### src/rtl/rv32i_types.sv
// Shared types for the unified memory port arbiter.
// Holds the FSM state encoding, the port identifier and the captured-request record.
// A small helper tells whether a request record carries any active mask.
package rv32i_types;

    typedef enum logic [1:0] {
        IDLE   = 2'd0,
        I_BUSY = 2'd1,
        D_BUSY = 2'd2
    } arb_state_t;

    typedef enum logic {
        ARB_I = 1'b0,
        ARB_D = 1'b1
    } arb_port_t;

    typedef struct packed {
        logic [31:0] addr;
        logic [3:0]  rmask;
        logic [3:0]  wmask;
        logic [31:0] wdata;
    } mem_req_t;

    localparam logic [3:0] MASK_NONE = 4'h0;

    // A request is present whenever either mask is nonzero.
    function automatic logic req_active(input mem_req_t r);
        return (r.rmask != MASK_NONE) || (r.wmask != MASK_NONE);
    endfunction

endpackage

### src/rtl/mem_port_arbiter_req_latch.sv
// Purpose: per-port pending register holding one captured memory request.
// Latency: request visible on req/pending one edge after a nonzero mask.
// Backpressure: none; the port owner must not re-request while pending or issued.
//
// Ports:
//   clk, rst      clock, synchronous active-high reset
//   req_in        raw CPU-side request (addr, masks, wdata)
//   clear         grant strobe from the arbiter, drops the pending flag
//   req           latched request record
//   pending       request waiting for a grant
module arb_req_latch
    import rv32i_types::*;
(
    input  logic     clk,
    input  logic     rst,
    input  mem_req_t req_in,
    input  logic     clear,
    output mem_req_t req,
    output logic     pending
);

    logic set;

    assign set = req_active(req_in);

    // Capture has priority over clear. A capture coinciding with this port's
    // own grant cannot happen legally (the port is still busy), so letting the
    // newer request win only matters for protocol violations, where keeping
    // the request is the safer outcome.
    always_ff @(posedge clk) begin
        if (rst) begin
            req     <= '0;
            pending <= 1'b0;
        end else if (set) begin
            req     <= req_in;
            pending <= 1'b1;
        end else if (clear) begin
            pending <= 1'b0;
        end
    end

endmodule

### src/rtl/mem_port_arbiter.sv
// Purpose: shares one memory port between the fetch (imem) and data (dmem) CPU ports.
// Latency: mask pulse two cycles after capture; response routed back combinationally.
// Backpressure: one transaction outstanding; requests wait in per-port pending latches.
//
// Ports:
//   clk, rst                       clock, synchronous active-high reset
//   imem_addr/rmask                fetch request (one-cycle nonzero mask)
//   imem_rdata/resp                fetch response
//   dmem_addr/rmask/wmask/wdata    load/store request (one-cycle nonzero mask)
//   dmem_rdata/resp                load/store response
//   mem_addr/wdata                 unified address/store data, held from issue
//   mem_rmask/wmask                unified one-cycle mask pulse
//   mem_rdata/resp                 unified response from memory
module mem_port_arbiter
    import rv32i_types::*;
#(
    parameter int ARB_MODE = 0
) (
    input  logic        clk,
    input  logic        rst,

    input  logic [31:0] imem_addr,
    input  logic [3:0]  imem_rmask,
    output logic [31:0] imem_rdata,
    output logic        imem_resp,

    input  logic [31:0] dmem_addr,
    input  logic [3:0]  dmem_rmask,
    input  logic [3:0]  dmem_wmask,
    input  logic [31:0] dmem_wdata,
    output logic [31:0] dmem_rdata,
    output logic        dmem_resp,

    output logic [31:0] mem_addr,
    output logic [3:0]  mem_rmask,
    output logic [3:0]  mem_wmask,
    output logic [31:0] mem_wdata,
    input  logic [31:0] mem_rdata,
    input  logic        mem_resp
);

    arb_state_t state;
    arb_port_t  last_grant;

    mem_req_t   i_req_in;
    mem_req_t   d_req_in;
    mem_req_t   i_req;
    mem_req_t   d_req;
    logic       i_pending;
    logic       d_pending;

    arb_port_t  winner;
    mem_req_t   win_req;
    logic       issue;
    logic       clr_i;
    logic       clr_d;

    logic [31:0] imem_rdata_q;
    logic [31:0] dmem_rdata_q;

    // ------------------------------------------------------------------
    // Request capture
    // ------------------------------------------------------------------
    assign i_req_in = '{addr: imem_addr, rmask: imem_rmask, wmask: MASK_NONE, wdata: 32'h0};
    assign d_req_in = '{addr: dmem_addr, rmask: dmem_rmask, wmask: dmem_wmask, wdata: dmem_wdata};

    arb_req_latch u_i_latch (
        .clk     (clk),
        .rst     (rst),
        .req_in  (i_req_in),
        .clear   (clr_i),
        .req     (i_req),
        .pending (i_pending)
    );

    arb_req_latch u_d_latch (
        .clk     (clk),
        .rst     (rst),
        .req_in  (d_req_in),
        .clear   (clr_d),
        .req     (d_req),
        .pending (d_pending)
    );

    // ------------------------------------------------------------------
    // Winner selection. Works only from latched state, so there is no
    // combinational path from the CPU masks to the memory masks.
    // ------------------------------------------------------------------
    always_comb begin
        winner = ARB_I;
        if (d_pending && !i_pending) begin
            winner = ARB_D;
        end else if (d_pending && i_pending) begin
            if (ARB_MODE == 0) begin
                winner = ARB_D;
            end else begin
                // Round-robin: serve whichever port was not served last.
                winner = (last_grant == ARB_I) ? ARB_D : ARB_I;
            end
        end
    end

    assign win_req = (winner == ARB_D) ? d_req : i_req;
    assign issue   = (state == IDLE) && (i_pending || d_pending);
    assign clr_i   = issue && (winner == ARB_I);
    assign clr_d   = issue && (winner == ARB_D);

    // ------------------------------------------------------------------
    // Grant FSM with registered memory-side outputs
    // ------------------------------------------------------------------
    always_ff @(posedge clk) begin
        if (rst) begin
            state      <= IDLE;
            last_grant <= ARB_I;
            mem_addr   <= 32'h0;
            mem_wdata  <= 32'h0;
            mem_rmask  <= MASK_NONE;
            mem_wmask  <= MASK_NONE;
        end else begin
            // Masks are single-cycle pulses; address and data stay put.
            mem_rmask <= MASK_NONE;
            mem_wmask <= MASK_NONE;
            case (state)
                IDLE: begin
                    if (issue) begin
                        mem_addr   <= win_req.addr;
                        mem_wdata  <= win_req.wdata;
                        mem_rmask  <= win_req.rmask;
                        mem_wmask  <= win_req.wmask;
                        last_grant <= winner;
                        state      <= (winner == ARB_D) ? D_BUSY : I_BUSY;
                    end
                end
                I_BUSY, D_BUSY: begin
                    if (mem_resp) begin
                        state <= IDLE;
                    end
                end
                default: begin
                    state <= IDLE;
                end
            endcase
        end
    end

    // ------------------------------------------------------------------
    // Response routing. The owner sees mem_rdata in the response cycle;
    // outside it each port keeps showing the last data it received.
    // ------------------------------------------------------------------
    assign imem_resp = (state == I_BUSY) && mem_resp;
    assign dmem_resp = (state == D_BUSY) && mem_resp;

    always_ff @(posedge clk) begin
        if (rst) begin
            imem_rdata_q <= 32'h0;
            dmem_rdata_q <= 32'h0;
        end else begin
            if (imem_resp) begin
                imem_rdata_q <= mem_rdata;
            end
            if (dmem_resp) begin
                dmem_rdata_q <= mem_rdata;
            end
        end
    end

    assign imem_rdata = imem_resp ? mem_rdata : imem_rdata_q;
    assign dmem_rdata = dmem_resp ? mem_rdata : dmem_rdata_q;

    // ------------------------------------------------------------------
    // Protocol checks
    // ------------------------------------------------------------------
    // A port may only re-request in its own response cycle.
    assert property (@(posedge clk) disable iff (rst)
        !((imem_rmask != MASK_NONE) && (i_pending || (state == I_BUSY)) && !imem_resp))
        else $error("imem request while busy");

    assert property (@(posedge clk) disable iff (rst)
        !(((dmem_rmask != MASK_NONE) || (dmem_wmask != MASK_NONE))
          && (d_pending || (state == D_BUSY)) && !dmem_resp))
        else $error("dmem request while busy");

    assert property (@(posedge clk) disable iff (rst)
        !((dmem_rmask != MASK_NONE) && (dmem_wmask != MASK_NONE)))
        else $error("dmem read and write masks both set");

    assert property (@(posedge clk) disable iff (rst)
        !((state == IDLE) && mem_resp))
        else $error("mem_resp while idle");

endmodule
### config.mk
export PLATFORM = sky130hd
export DESIGN_NAME = mem_port_arbiter
export DESIGN_NICKNAME = d
export VERILOG_FILES = /design/src/rtl/rv32i_types.sv /design/src/rtl/mem_port_arbiter_req_latch.sv /design/src/rtl/mem_port_arbiter.sv
export SDC_FILE = /design/constraint.sdc
export NUM_CORES = 1
export LEC_CHECK = 0
export CAP_MARGIN = 20
export CORE_MARGIN = 5
export CORE_UTILIZATION = 47
export DETAILED_ROUTE_END_ITERATION = 10
export PLACE_DENSITY = 0.83
export SYNTH_ARGS = -nofsm -noshare
export SYNTH_HDL_FRONTEND = slang
export SYNTH_SLANG_ARGS = --single-unit
### constraint.sdc
create_clock -name clk -period 1.8 [get_ports clk]
set_input_delay 0.36 -clock clk [delete_from_list [all_inputs] [get_ports clk]]
set_output_delay 0.36 -clock clk [all_outputs]
set_load 0.02 [all_outputs]
==> metrics, run 1 <==
crit path to=dmem_rdata[8]; Setup CP Type=flip-flop to output port; final WL=31500 um; Max Cap Violations=0; syn_nets=1112; Max Fanout on Critical Path=5; failing checks=negative setup slack; # port buffers=280; commonest non-fill, non-tap cell in the layout=dfxtp_1; DR pass1 iterations=6; IO Pins=281; count of standard-cell rows=51; sequential share of the synthesized area=52.9%; Nets=1408; Remaining Overflow, GRT=0; worst endpoint required time=1.44 ns; Fin Setup TNS=-28.61 ns; fin crit share=127%; final setup margin=-0.494 ns; Syn Area/Cell=9.72 sq um; # fillers=1399; Slew headroom=55.1%; Reg2Reg Depth=8; share of cells above drive strength 1=20.8%; Lkg Pwr=0.00603 uW; antenna violations before repair=1; total track usage=24.6%; PD cells=981 nW/um^2; H-tree levels=1; placed cells=1478; die width=151 um; hpwl dp=18600 um; setup violators final=66; Final Hold Vio Count=0; cell count after synthesis=966; Final Non-Filler Cells=1544; HP Class=input pin to flip-flop; Starting Density=47.9%; fmax=436 MHz; Worst setup startpoint=state[1]; vias=8494; worst slew pin tran=0.672 ns; Min-Delay Startpoint=rst; commonest non-fill, non-tap cells in the layout=dfxtp_1 (246), clkdlybuf4s50_1 (141), a21oi_1 (103); Synth Warn #=0; R2R Setup Slk=0.08 ns; core area=19600 sq um; clock buffer count from CTS=25; vias in the first global route=8407; r2r startpoint=state[1]; first-pass GRT wire length=45300 um; fin. max-slew vios=0; CTS tree=built; min Tclk post-route=2.29 ns; r2r endpoint=mem_addr[26]; Antenna Violating Nets Remaining=0; Yosys cell types=31; Root Buffer=clkbuf_16; area of the mapped netlist=9390 sq um; pin count of the biggest net entering global routing=66; gp weighted congestion=0.805; RSZ-0062 raised after global routing=true; crit start category=flip-flop; CTS Hold Bufs=0; crit end category=output port; Clk pin slew, worst setup/hold paths=0.06 ns; wire length per cell=20.4 um; CP Data Arrival Time=1.93 ns; P&R area growth vs syn=49.5%; flops & latches, synth=248; Via density=5.50; clock sink count=248; Die ar.=22900 sq um; Die Ht=151 um; Residual DRC=0; Worst-Skew Late Latency=0.51 ns; clock skew=0.00561 ns; initial DRC count=589; Max VDD drop=0.000700 V; outcome=finished, violations left; Longest Clk Path Bufs=3
==> cell type report <==
class                           instances  area, sq um  share of cell area (%)
Sequential cell                       248         4970                    35.4
Multi-Input combinational cell        627         4190                    29.9
Timing Repair Buffer                  355         3700                    26.4
Clock buffer                           31          658                    4.69
Tap cell                              265          332                    2.36
Clock inverter                         12          163                    1.16
Inverter                                5         18.8                   0.134
Antenna cell                            1         2.50                  0.0178
==> state kept, by name, indices dropped and copies added, names as in the netlist, 4 cells and up <==
register       count
mem_addr          32
mem_wmask          4
dmem_rdata_q      32
u_i_latch.req     36
mem_rmask          4
imem_rdata_q      32
u_d_latch.req     72
mem_wdata         32
==> synthesized netlist by cell type <==
master     instances  share of area (%)
a2111oi_0          9               0.84
a211oi_1          24                1.9
a21o_1             1              0.080
a21oi_1          103                5.5
a22o_1            32                3.0
a31oi_1            9               0.60
and2_1             4               0.27
buf_1              3               0.12
buf_2             23                1.2
buf_4              1              0.080
buf_6             26                3.1
clkbuf_1          33                1.3
dfxtp_1          248                 53
ha_1               3               0.40
inv_1              4               0.16
inv_2              1              0.040
mux2_1            64                7.7
mux2i_1            4               0.43
nand2_1           67                2.7
nand2b_1           5               0.33
nand3_1           65                3.5
nand3b_1           9               0.72
nor2_1            55                2.2
nor2_2             1              0.067
nor2b_1           64                4.3
nor3_1             4               0.21
nor4_4             3               0.68
o21a_1             1              0.080
o21ai_1           74                3.9
o22ai_1           23                1.5
or4_1              3               0.24
==> through the flow <==
| stage | setup slack [ns] | hold WS (ns) | util (%) | area, sq um | power, uW |
|---|---|---|---|---|---|
| floorplan | 0.0612 | 0.427 | - | 9390 | 7190 |
| global placement | -0.645 | 0.435 | 64.2 | 12600 | 8320 |
| detailed placement | -0.702 | 0.442 | 64.2 | 12600 | 8370 |
| CTS | -0.571 | 0.182 | 69.6 | 13600 | 13600 |
| global route | -0.544 | 0.200 | 71.7 | 14000 | 14300 |
| finish | -0.494 | 0.207 | 71.7 | 14000 | 13800 |
==> how the worst min path moves through the flow <==
| stage | slack [ns] | to | depth (start not counted) |
|---|---|---|---|
| after floorplan | 0.43 | u_i_latch.req[63] | 2 |
| after global placement | 0.44 | u_i_latch.req[68] | 2 |
| after detailed placement | 0.44 | u_i_latch.req[70] | 2 |
| after CTS | 0.18 | dmem_rdata_q[26] | 2 |
| after global routing | 0.20 | imem_rdata_q[22] | 2 |
| final | 0.21 | imem_rdata_q[22] | 2 |
==> critical path: stages, from the launching register on <==
cell	delay, ns
dfxtp_2	0.33
buf_6	0.11
ha_4	0.16
nand2_4	0.08
buf_6	0.13
clkbuf_16	0.15
mux2_4	0.32
buf_6	0.14
==> cell families after synthesis <==
group | after synthesis | synth area share (%)
adder cells (fa/ha/maj) | 3 | 0.400
multiplexers | 68 | 8.10
flip-flops | 248 | 52.9
AO/OA/AOI/OAI | 276 | 17.5
buffers and inverters | 91 | 6.06
AND/OR/NAND/NOR | 280 | 15.1
==> power by group <==
part	total, uW	internal, uW	switching, uW
Combinational	2500	1240	1260
Sequential	6010	5830	180
Clock	5280	3160	2120
==> layer usage <==
metal / routed length [um] / GRT usage [%] / vias to the layer above
met3: 2520 / 5.39 / 74
met1: 12200 / 30.0 / 4072
li1: - / - / 4001
met4: 1140 / 9.79 / 0
met2: 15600 / 42.3 / 347
met5: 0 / 0 / -
==> repair_timing <==
item / in CTS / in global routing
gates resized for setup: 486 / 101
buffers inserted: 9 / 10
endpoints found under the setup margin: 139 / 80
cloned: 4 / 2
endpoints found under the hold margin: 0 / 0
pin swaps: 2 / 2
No activity file was read; power rests on OpenSTA's default activity.
==> inputs of run 2 (changes only) <==
Settings changed: CORE_MARGIN 5 to 2, CORE_UTILIZATION 47 to 49, CTS_BUF_LIST from default to sky130_fd_sc_hd__clkbuf_4 sky130_fd_sc_hd__clkbuf_8, PLACE_DENSITY 0.83 to 0.86, SLEW_MARGIN from default to 25.
==> run 2 against run 1 <==
Against the previous run:
- the run still ends with negative setup slack left
- critical endpoint is now dmem_rdata[13]
- highest routed layer unchanged
- non-clock buffer count up 5
- count of clock-buffer cells in the layout up 28
- final area up 0.37%
- largest cell class unchanged
- clock skew up 0.025 ns
==> metrics, run 2 (same netlist as run 1, synthesis figures left out) <==
outcome=finished, violations left; failing checks=negative setup slack; # port buffers=280; PD cells=985 nW/um^2; Largest register FFs=72; HP Class=input pin to flip-flop; Starting Density=50.0%; commonest non-fill, non-tap cell in the layout=dfxtp_1; core area=18800 sq um; hpwl dp=18000 um; clock buffer count from CTS=41; wire length per cell=19.6 um; Final Hold Vio Count=0; final setup margin=-0.501 ns; DR pass1 iterations=7; worst endpoint required time=1.44 ns; P&R area growth vs syn=50.0%; Slew headroom=59.3%; clock sink count=248; Root Buffer=clkbuf_8; first-pass GRT wire length=45900 um; setup violators final=66; Reg with most FFs=u_d_latch.req; clock skew=0.0302 ns; Nets=1429; Residual DRC=0; fmax=435 MHz; CTS tree=built; Power, Total=13900 uW; crit end category=output port; Max Fanout on Critical Path=6; Lkg Pwr=0.00612 uW; Setup CP Type=input pin to output port; Worst-Skew Late Latency=0.54 ns; Antenna Violating Nets Remaining=0; Clk pin slew, worst setup/hold paths=0.06 ns; fin. max-slew vios=0; total track usage=28.5%; crit start category=input pin; gp weighted congestion=0.813; Fin Setup TNS=-27.53 ns; share of cells above drive strength 1=23.1%; pin count of the biggest net entering global routing=65; Max VDD drop=0.000711 V; CTS Hold Bufs=0; initial DRC count=467; commonest non-fill, non-tap cells in the layout=dfxtp_1 (246), clkdlybuf4s50_1 (141), a21oi_1 (103); CP Data Arrival Time=1.94 ns; Remaining Overflow, GRT=0; hold depth=2; vias in the first global route=8809; Via density=5.59; die width=142 um; final WL=30400 um; worst slew pin tran=0.610 ns; Longest Clk Path Bufs=3; IO Pins=281; antenna violations before repair=3; hold_ws=0.171 ns; H-tree levels=2; min Tclk post-route=2.30 ns; count of standard-cell rows=50; Die ar.=20300 sq um; Max Cap Violations=0; Reg2Reg Depth=8; RSZ-0062 raised after global routing=true; Die Ht=142 um; fin crit share=128%; Top Registers=u_d_latch.req (72), u_i_latch.req (36); vias=8664
==> run 2: worst max-delay path, cell delays in order <==
cell and delay, ns:
clkdlybuf4s50_1 0.69, nand2_4 0.14, buf_12 0.16, buf_12 0.14, mux2_4 0.31, buf_6 0.14
==> run 2: per-layer routing <==
| metal | global-route usage [%] | wire, um |
|---|---|---|
| met5 | 0 | 0 |
| met4 | 15.3 | 1440 |
| met3 | 6.90 | 2390 |
| met2 | 48.8 | 14900 |
| met1 | 32.7 | 11600 |
==> run 2: repair_timing <==
item / CTS / global route
cloned: 7 / 0
pin swaps: 2 / 1
resized for setup: 544 / 40
buffers inserted: 18 / 8
setup endpoints to repair: 138 / 70
==> run 2: layout make-up <==
class                   count  area, sq um
diodes                      3         7.51
clock buffers              59          756
clock inverters            15          161
fillers                  1264         4680
inverters                   5         23.8
multi-input cells         627         4170
flip-flops and latches    248         4970
well taps                 234          293
repair buffers            360         3710
==> run 2: path summary, 6_finish.rpt <==
path                                        start                end  slack (ns)
worst max-delay path                     mem_resp     dmem_rdata[13]       -0.50
worst min-delay path                          rst  u_i_latch.req[71]        0.17
worst max register to register           state[0]   dmem_rdata_q[15]        0.16
worst min register to register  u_i_latch.req[42]  u_i_latch.req[42]        0.45
==> run 2: through the flow <==
stage	instance area, sq um	worst slack [ns]	utilization, %	cells
floorplan	9390	0.0612	-	966
global placement	12600	-0.657	66.9	1448
detailed placement	12600	-0.723	66.9	1448
CTS	14100	-0.551	75.0	1546
global route	14100	-0.531	75.1	1551
finish	14100	-0.501	75.1	1551
==> run 2: power by group <==
group	switching [uW]	internal, uW
registers	179	5830
clock network	2270	3150
logic	1230	1230
total	3680	10200
